File: config.mk
export PLATFORM = sky130hd
export DESIGN_NAME = reg_dest_scoreboard_flat
export DESIGN_NICKNAME = d
export VERILOG_FILES = /design/src/rtl/reg_dest_scoreboard_pkg.sv /design/src/rtl/reg_dest_scoreboard_if.sv /design/src/rtl/reg_dest_scoreboard_pend_counter.sv /design/src/rtl/reg_dest_scoreboard.sv /design/src/flat_wrapper.sv
export SDC_FILE = /design/constraint.sdc
export NUM_CORES = 1
export LEC_CHECK = 0
export ABC_AREA = 1
export ABC_CLOCK_PERIOD_IN_PS = 5400
export BUFFER_PORTS_ARGS = -buffer_cell sky130_fd_sc_hd__buf_4
export CORE_MARGIN = 3
export CORE_UTILIZATION = 50
export CTS_CLUSTER_DIAMETER = 120
export CTS_CLUSTER_SIZE = 16
export DETAILED_ROUTE_END_ITERATION = 8
export PLACE_DENSITY = 0.71
export SYNTH_ARGS = -nofsm -noshare
export SYNTH_HDL_FRONTEND = slang
export SYNTH_SLANG_ARGS = --single-unit
File: constraint.sdc
create_clock -name clk -period 5.4 [get_ports clk]
set_clock_uncertainty 0.1 [all_clocks]
set_input_delay 1.08 -clock clk [delete_from_list [all_inputs] [get_ports clk]]
set_output_delay 1.08 -clock clk [all_outputs]
set_load 0.02 [all_outputs]
File: src/rtl/reg_dest_scoreboard_pkg.sv
// ============================================================================
// Module      : reg_dest_scoreboard_pkg
// Description : Shared constants and types for the destination-register
//               pending-write scoreboard.
// Revision    : 1.0 - initial release
// ============================================================================
`default_nettype none

package reg_dest_scoreboard_pkg;

    localparam int REG_ADDR_W = 5;
    localparam int NUM_REGS   = 32;
    localparam int DEF_CNT_W  = 2;
    localparam int TOTAL_W    = 8;

    typedef logic [REG_ADDR_W-1:0] reg_addr_t;

    localparam reg_addr_t REG_ZERO = 5'd0;

endpackage

`default_nettype wire

File: src/rtl/reg_dest_scoreboard_if.sv
// ============================================================================
// Module      : reg_dest_scoreboard_if
// Description : Issue, write-back and status bundle of the register scoreboard.
// Revision    : 1.0 - initial release
// ============================================================================
`default_nettype none

import reg_dest_scoreboard_pkg::*;

interface reg_dest_scoreboard_if;

    logic                     flush;
    logic                     issue_valid;
    reg_addr_t                issue_rd;
    reg_addr_t                issue_rs;
    reg_addr_t                issue_rt;
    logic                     issue_uses_rs;
    logic                     issue_uses_rt;
    logic                     issue_stall;
    logic                     wb_valid;
    reg_addr_t                wb_rd;
    logic [NUM_REGS-1:0]      busy_vec;
    logic [TOTAL_W-1:0]       pending_total;
    logic                     underflow_err;

    modport master (
        output flush, issue_valid, issue_rd, issue_rs, issue_rt,
               issue_uses_rs, issue_uses_rt, wb_valid, wb_rd,
        input  issue_stall, busy_vec, pending_total, underflow_err
    );

    modport slave (
        input  flush, issue_valid, issue_rd, issue_rs, issue_rt,
               issue_uses_rs, issue_uses_rt, wb_valid, wb_rd,
        output issue_stall, busy_vec, pending_total, underflow_err
    );

endinterface

`default_nettype wire

File: src/rtl/reg_dest_scoreboard_pend_counter.sv
// ============================================================================
// Module      : reg_pend_counter
// Description : Per-register up/down pending-write counter with clear.
// Revision    : 1.0 - initial release
// ============================================================================
`default_nettype none

import reg_dest_scoreboard_pkg::*;

module reg_pend_counter #(
    parameter int CNT_W = DEF_CNT_W
) (
    input  logic clk,
    input  logic rst_n,
    input  logic inc,
    input  logic dec,
    input  logic clr,
    output logic is_zero,
    output logic is_one,
    output logic is_max
);

    logic [CNT_W-1:0] r_cnt;

    // Simultaneous inc and dec cancel; saturation guards keep the count in range.
    always_ff @(posedge clk or negedge rst_n) begin
        if (!rst_n) begin
            r_cnt <= '0;
        end else if (clr) begin
            r_cnt <= '0;
        end else if (inc && !dec && !is_max) begin
            r_cnt <= r_cnt + 1'b1;
        end else if (dec && !inc && !is_zero) begin
            r_cnt <= r_cnt - 1'b1;
        end
    end

    assign is_zero = (r_cnt == '0);
    assign is_one  = (r_cnt == CNT_W'(1));
    assign is_max  = &r_cnt;

endmodule

`default_nettype wire

File: src/rtl/reg_dest_scoreboard.sv
// ============================================================================
// Module      : reg_dest_scoreboard
// Description : Tracks outstanding register writes between decode and
//               write-back and raises a combinational issue stall on hazards.
// Revision    : 1.0 - initial release
// ============================================================================
`default_nettype none

import reg_dest_scoreboard_pkg::*;

module reg_dest_scoreboard #(
    parameter int CNT_W     = DEF_CNT_W,
    parameter bit WB_BYPASS = 1'b1
) (
    input  logic                  clk,
    input  logic                  rst_n,
    reg_dest_scoreboard_if.slave  sb
);

    logic [NUM_REGS-1:0] w_zero;
    logic [NUM_REGS-1:0] w_one;
    logic [NUM_REGS-1:0] w_max;
    logic [NUM_REGS-1:0] w_inc;
    logic [NUM_REGS-1:0] w_dec;
    logic [NUM_REGS-1:0] w_hz;
    logic                w_wb_live;
    logic                w_full;
    logic                w_stall;
    logic                w_fire;
    logic                w_inc_any;
    logic                w_dec_any;
    logic                w_underflow;
    logic [TOTAL_W-1:0]  r_total;
    logic                r_underflow;

    assign w_wb_live = sb.wb_valid && (sb.wb_rd != REG_ZERO);

    genvar r;
    generate
        for (r = 0; r < NUM_REGS; r++) begin : g_reg
            if (r == 0) begin : g_zero
                assign w_zero[r] = 1'b1;
                assign w_one[r]  = 1'b0;
                assign w_max[r]  = 1'b0;
                assign w_inc[r]  = 1'b0;
                assign w_dec[r]  = 1'b0;
            end else begin : g_cnt
                assign w_inc[r] = w_fire && (sb.issue_rd == REG_ADDR_W'(r));
                assign w_dec[r] = w_wb_live && (sb.wb_rd == REG_ADDR_W'(r)) && !w_zero[r];

                reg_pend_counter #(
                    .CNT_W (CNT_W)
                ) u_cnt (
                    .clk     (clk),
                    .rst_n   (rst_n),
                    .inc     (w_inc[r]),
                    .dec     (w_dec[r]),
                    .clr     (sb.flush),
                    .is_zero (w_zero[r]),
                    .is_one  (w_one[r]),
                    .is_max  (w_max[r])
                );
            end
            // A retiring last write makes the register readable in the same cycle.
            assign w_hz[r] = !w_zero[r] &&
                             !(WB_BYPASS && w_wb_live && (sb.wb_rd == REG_ADDR_W'(r)) && w_one[r]);
        end
    endgenerate

    assign w_full  = (sb.issue_rd != REG_ZERO) && w_max[sb.issue_rd] &&
                     !(sb.wb_valid && (sb.wb_rd == sb.issue_rd));
    assign w_stall = sb.flush ||
                     (sb.issue_uses_rs && w_hz[sb.issue_rs]) ||
                     (sb.issue_uses_rt && w_hz[sb.issue_rt]) ||
                     w_full;
    assign w_fire  = sb.issue_valid && !w_stall;

    assign w_inc_any   = |w_inc;
    assign w_dec_any   = |w_dec;
    assign w_underflow = !sb.flush && w_wb_live && w_zero[sb.wb_rd] && !w_inc[sb.wb_rd];

    always_ff @(posedge clk or negedge rst_n) begin
        if (!rst_n) begin
            r_total     <= '0;
            r_underflow <= 1'b0;
        end else begin
            if (sb.flush) begin
                r_total <= '0;
            end else if (w_inc_any && !w_dec_any && (r_total != '1)) begin
                r_total <= r_total + 1'b1;
            end else if (w_dec_any && !w_inc_any && (r_total != '0)) begin
                r_total <= r_total - 1'b1;
            end
            if (w_underflow) begin
                r_underflow <= 1'b1;
            end
        end
    end

    assign sb.issue_stall   = w_stall;
    assign sb.busy_vec      = ~w_zero;
    assign sb.pending_total = r_total;
    assign sb.underflow_err = r_underflow;

endmodule

`default_nettype wire

File: src/flat_wrapper.sv
// flat-port wrapper written by rule: the top's interface ports become plain ports
module reg_dest_scoreboard_flat 
#(
    parameter int CNT_W     = DEF_CNT_W,
    parameter bit WB_BYPASS = 1'b1
)
  (clk, rst_n, sb_flush, sb_issue_valid, sb_issue_rd, sb_issue_rs, sb_issue_rt, sb_issue_uses_rs, sb_issue_uses_rt, sb_wb_valid, sb_wb_rd, sb_issue_stall, sb_busy_vec, sb_pending_total, sb_underflow_err);
  reg_dest_scoreboard_if sb_i ();
  input  logic clk;
  input  logic rst_n;
  input wire logic [$bits(sb_i.flush)-1:0] sb_flush;
  input wire logic [$bits(sb_i.issue_valid)-1:0] sb_issue_valid;
  input wire logic [$bits(sb_i.issue_rd)-1:0] sb_issue_rd;
  input wire logic [$bits(sb_i.issue_rs)-1:0] sb_issue_rs;
  input wire logic [$bits(sb_i.issue_rt)-1:0] sb_issue_rt;
  input wire logic [$bits(sb_i.issue_uses_rs)-1:0] sb_issue_uses_rs;
  input wire logic [$bits(sb_i.issue_uses_rt)-1:0] sb_issue_uses_rt;
  input wire logic [$bits(sb_i.wb_valid)-1:0] sb_wb_valid;
  input wire logic [$bits(sb_i.wb_rd)-1:0] sb_wb_rd;
  output wire logic [$bits(sb_i.issue_stall)-1:0] sb_issue_stall;
  output wire logic [$bits(sb_i.busy_vec)-1:0] sb_busy_vec;
  output wire logic [$bits(sb_i.pending_total)-1:0] sb_pending_total;
  output wire logic [$bits(sb_i.underflow_err)-1:0] sb_underflow_err;
  assign sb_i.flush = sb_flush;
  assign sb_i.issue_valid = sb_issue_valid;
  assign sb_i.issue_rd = sb_issue_rd;
  assign sb_i.issue_rs = sb_issue_rs;
  assign sb_i.issue_rt = sb_issue_rt;
  assign sb_i.issue_uses_rs = sb_issue_uses_rs;
  assign sb_i.issue_uses_rt = sb_issue_uses_rt;
  assign sb_i.wb_valid = sb_wb_valid;
  assign sb_i.wb_rd = sb_wb_rd;
  assign sb_issue_stall = sb_i.issue_stall;
  assign sb_busy_vec = sb_i.busy_vec;
  assign sb_pending_total = sb_i.pending_total;
  assign sb_underflow_err = sb_i.underflow_err;
  reg_dest_scoreboard #(.CNT_W(CNT_W), .WB_BYPASS(WB_BYPASS)) u_core (.clk(clk), .rst_n(rst_n), .sb(sb_i));
endmodule
==> qor.yml <==
timing:
  rsz0062_at_grt: "no"
  max_slew.worst_pin.slew_ns: 0.9665
  fin_crit_sh: 0.9107
  finalSetupViolations: 0
  slew_viol_final: 0
  max_freq_mhz: 203.4
  finalHoldViolCount: 0
  setup_ws_ns: 0.4825
  maxSlewHeadroom: 0.3556
  period_minus_slack_ns: 4.918
synth:
  yosysMostFrequentCell: "nand3_1"
  yosys.area.top_type_share: 0.2177
  ys.flop_type: "dfrtp_1"
  netlist_top_cells_count: "nand3_1 (229), inv_1 (213), nand2_1 (138)"
  synthArstFlopShare: 1.000
  yosysTopAreaCell: "dfrtp_1"
  ys_top_cells_by_area: "dfrtp_1 (22%), ha_1 (15%), nand3_1 (14%)"
  synth_area_um2: 8162
  synthDistinctLibCells: 48
  synth_cells: 1240
  synth-edff-count: 0
  synth.avg_cell_area_um2: 6.582
  synth-warning-count: 0
  yosysSeqAreaShare: 0.2177
  syn_nets: 1367
  synth-seq-cells: 71
finish:
  regArea_um2: 1777
  layout-area-overhead-vs-synth_pct: 16.10
  final_area_um2: 9475
  fillers: 1544
  instances_no_fill: 1543
  nets: 1449
  drive_gt1_frac: 0.1274
  antenna_cells: 0
  multi_input_area_um2: 5333
global_route:
  grt_pass1_wl_mm: 46.60
  grt_max_degree: 72
  grt_pass1_vias: 8486
  grt_usage: 0.3337
  antenna_found_initial: 0
  grt_overflow_total: 0
power_and_ir_drop:
  p_leak_nw: 4.611
  switching_share: 0.3925
  pwr-share-seq: 0.284
  power_density_nw_per_um2: 247.7
  ir_drop_v: 0.0002571
  p_int_w: 0.001426
  power.share.clock: 0.287
  p_sw_w: 0.0009211
  pwr-share-comb: 0.429
status:
  status: "finished clean"
setup_path:
  reg2reg_setup_slack_ns: 1.11
  end_kind: "register"
  slowest_delay_ns: 0.32
  crit_path_start_kind: "primary input"
  cp_max_fo: 8
  r2r-start: "u_core.g_reg[27].g_cnt.u_cnt.r_cnt[0]"
  crit_arrival_ns: 5.05
  cp_common_cell: "nand2_1"
  startpoint: "sb_wb_rd[3]"
  ff2ff_path_depth: 26
  cpMaxStageDelayCell: "nor2_1"
  worst_ep_required_time_ns: 5.53
  r2r-end: "u_core.sb.pending_total[7]"
  crit_path_end: "u_core.sb.pending_total[7]"
  crit_type: "primary input to register"
clock_tree:
  cts_buffers: 9
  cts_sinks: 71
  cts_tree: "done"
  cts_setup_buffers: 0
  clockBufferDepth: 2
  ctsRootBufferMaster: "clkbuf_16"
  clkLatencyLatePin_ns: 0.35
  path_clk_slew_ns: 0.06
  ctsHoldBuffers: 0
  h-tree-depth: 3
  ctsResizeCount: 0
floorplan:
  die-area_um2: 17890
  initial_utilization: 0.5119
  num_rows: 46
  ios: 69
  core_area_um2: 15940
  chipWidth_um: 133.8
  die_y_um: 133.8
routing:
  num_vias: 9296
  drt-initial-drc-count: 1266
  via_per_inst: 6.025
  dr.pass1.iters: 7
  wire_per_inst_um: 19.52
  drc: 0
  routed_wl_mm: 30.12
  ant_nets: 0
placement:
  dpl.cell_count: 1527
  routabilityCongestion: 1.095
  place_area_um2: 9107
  place_worst_setup_slack_ns: -0.03209
  hpwl_mm: 23.69
  portBuffers: 67
run:
  maxCapViolations: 0
hold_path:
  hold_path_class: "register to register"
[worst min-delay path by stage]
stage | start | to | slack (ns) | depth (start not counted)
after floorplan | u_core.g_reg[12].g_cnt.u_cnt.r_cnt[1] | u_core.g_reg[12].g_cnt.u_cnt.r_cnt[1] | 0.38 | 2
after global placement | u_core.sb.underflow_err | u_core.sb.underflow_err | 0.36 | 2
after detailed placement | u_core.sb.underflow_err | u_core.sb.underflow_err | 0.36 | 2
after CTS | u_core.sb.underflow_err | u_core.sb.underflow_err | 0.38 | 2
after global routing | u_core.sb.underflow_err | u_core.sb.underflow_err | 0.39 | 2
final | u_core.sb.underflow_err | u_core.sb.underflow_err | 0.37 | 2
[cells in the final DEF, fill, tap and decap left out, types with 5 or more instances in the layout]
cell type	instances
dfrtp_1	71
nor2_2	9
ha_1	99
a21oi_1	16
nor2_1	106
nand2_1	135
nor3_1	33
o21ai_0	95
o211a_1	7
nand4_1	27
o21ai_1	28
and3_1	5
nand3_1	229
o22ai_1	38
o211ai_1	9
inv_1	212
nand2_2	7
buf_4	113
nor4_1	10
nor2_4	5
clkbuf_16	9
xor2_1	7
[worst max-delay path, delay by kind of cell]
family / cells / cell delay [ns]
compound gates: 5 / 0.67
buf+inv: 3 / 0.28
simple gates: 23 / 2.49
xor+xnor: 1 / 0.20
fa+ha+maj: 1 / 0.32
[area by class of cell]
class,instances,share of cell area
repair buffers,117,0.09798
clock buffers,13,0.02747
inverters,222,0.08887
multi-input cells,901,0.5628
flip-flops and latches,71,0.1875
well taps,216,0.02852
clock inverters,3,0.006866
[power groups by stage]
stage               registers, W  clock network, W  logic (W)
finish                  0.000667          0.000673    0.00101
detailed placement      0.000675                 0   0.000986
floorplan               0.000687                 0   0.000589
global route            0.000678          0.000709    0.00111
CTS                     0.000666          0.000685   0.000991
global placement        0.000674                 0   0.000976
[flip-flops by register name (all words and copies together), names as in the netlist]
signal / cells
u_core.g.g_cnt.u_cnt.r_cnt: 62
u_core.sb.pending_total: 8
u_core.sb.underflow_err: 1
[metal layers]
layer | GRT usage | share of wire | up-vias
met5 | 0 | 0 | -
met4 | 0.1286 | 0.041 | 0
met3 | 0.07666 | 0.11 | 102
met2 | 0.4969 | 0.42 | 555
met1 | 0.4696 | 0.43 | 4297
li1 | - | - | 4342
[stage by stage]
| step | hold WS, ns | TNS (ns) | total power, W | util |
|---|---|---|---|---|
| final | 0.3688 | 0 | 0.002347 | 0.5943 |
| after global routing | 0.3873 | 0 | 0.002494 | 0.5943 |
| after CTS | 0.3758 | 0 | 0.002342 | 0.5917 |
| after detailed placement | 0.3617 | -0.03209 | 0.001662 | 0.5713 |
| after global placement | 0.3562 | 0 | 0.001650 | 0.5713 |
| after floorplan | 0.3772 | 0 | 0.001276 | - |
[logic make-up (layout without fill, tap and decap cells)]
| kind of cell | after synthesis | after routing | synth area share |
|---|---|---|---|
| compound gates | 212 | 212 | 0.1519 |
| xor+xnor | 10 | 10 | 0.01073 |
| fa+ha+maj | 100 | 100 | 0.1542 |
| buf+inv | 268 | 355 | 0.1332 |
| flops | 71 | 71 | 0.2177 |
| other cells | 1 | 1 | 0.0004595 |
| simple gates | 578 | 578 | 0.3318 |
Power figures use the tool's default switching activity.
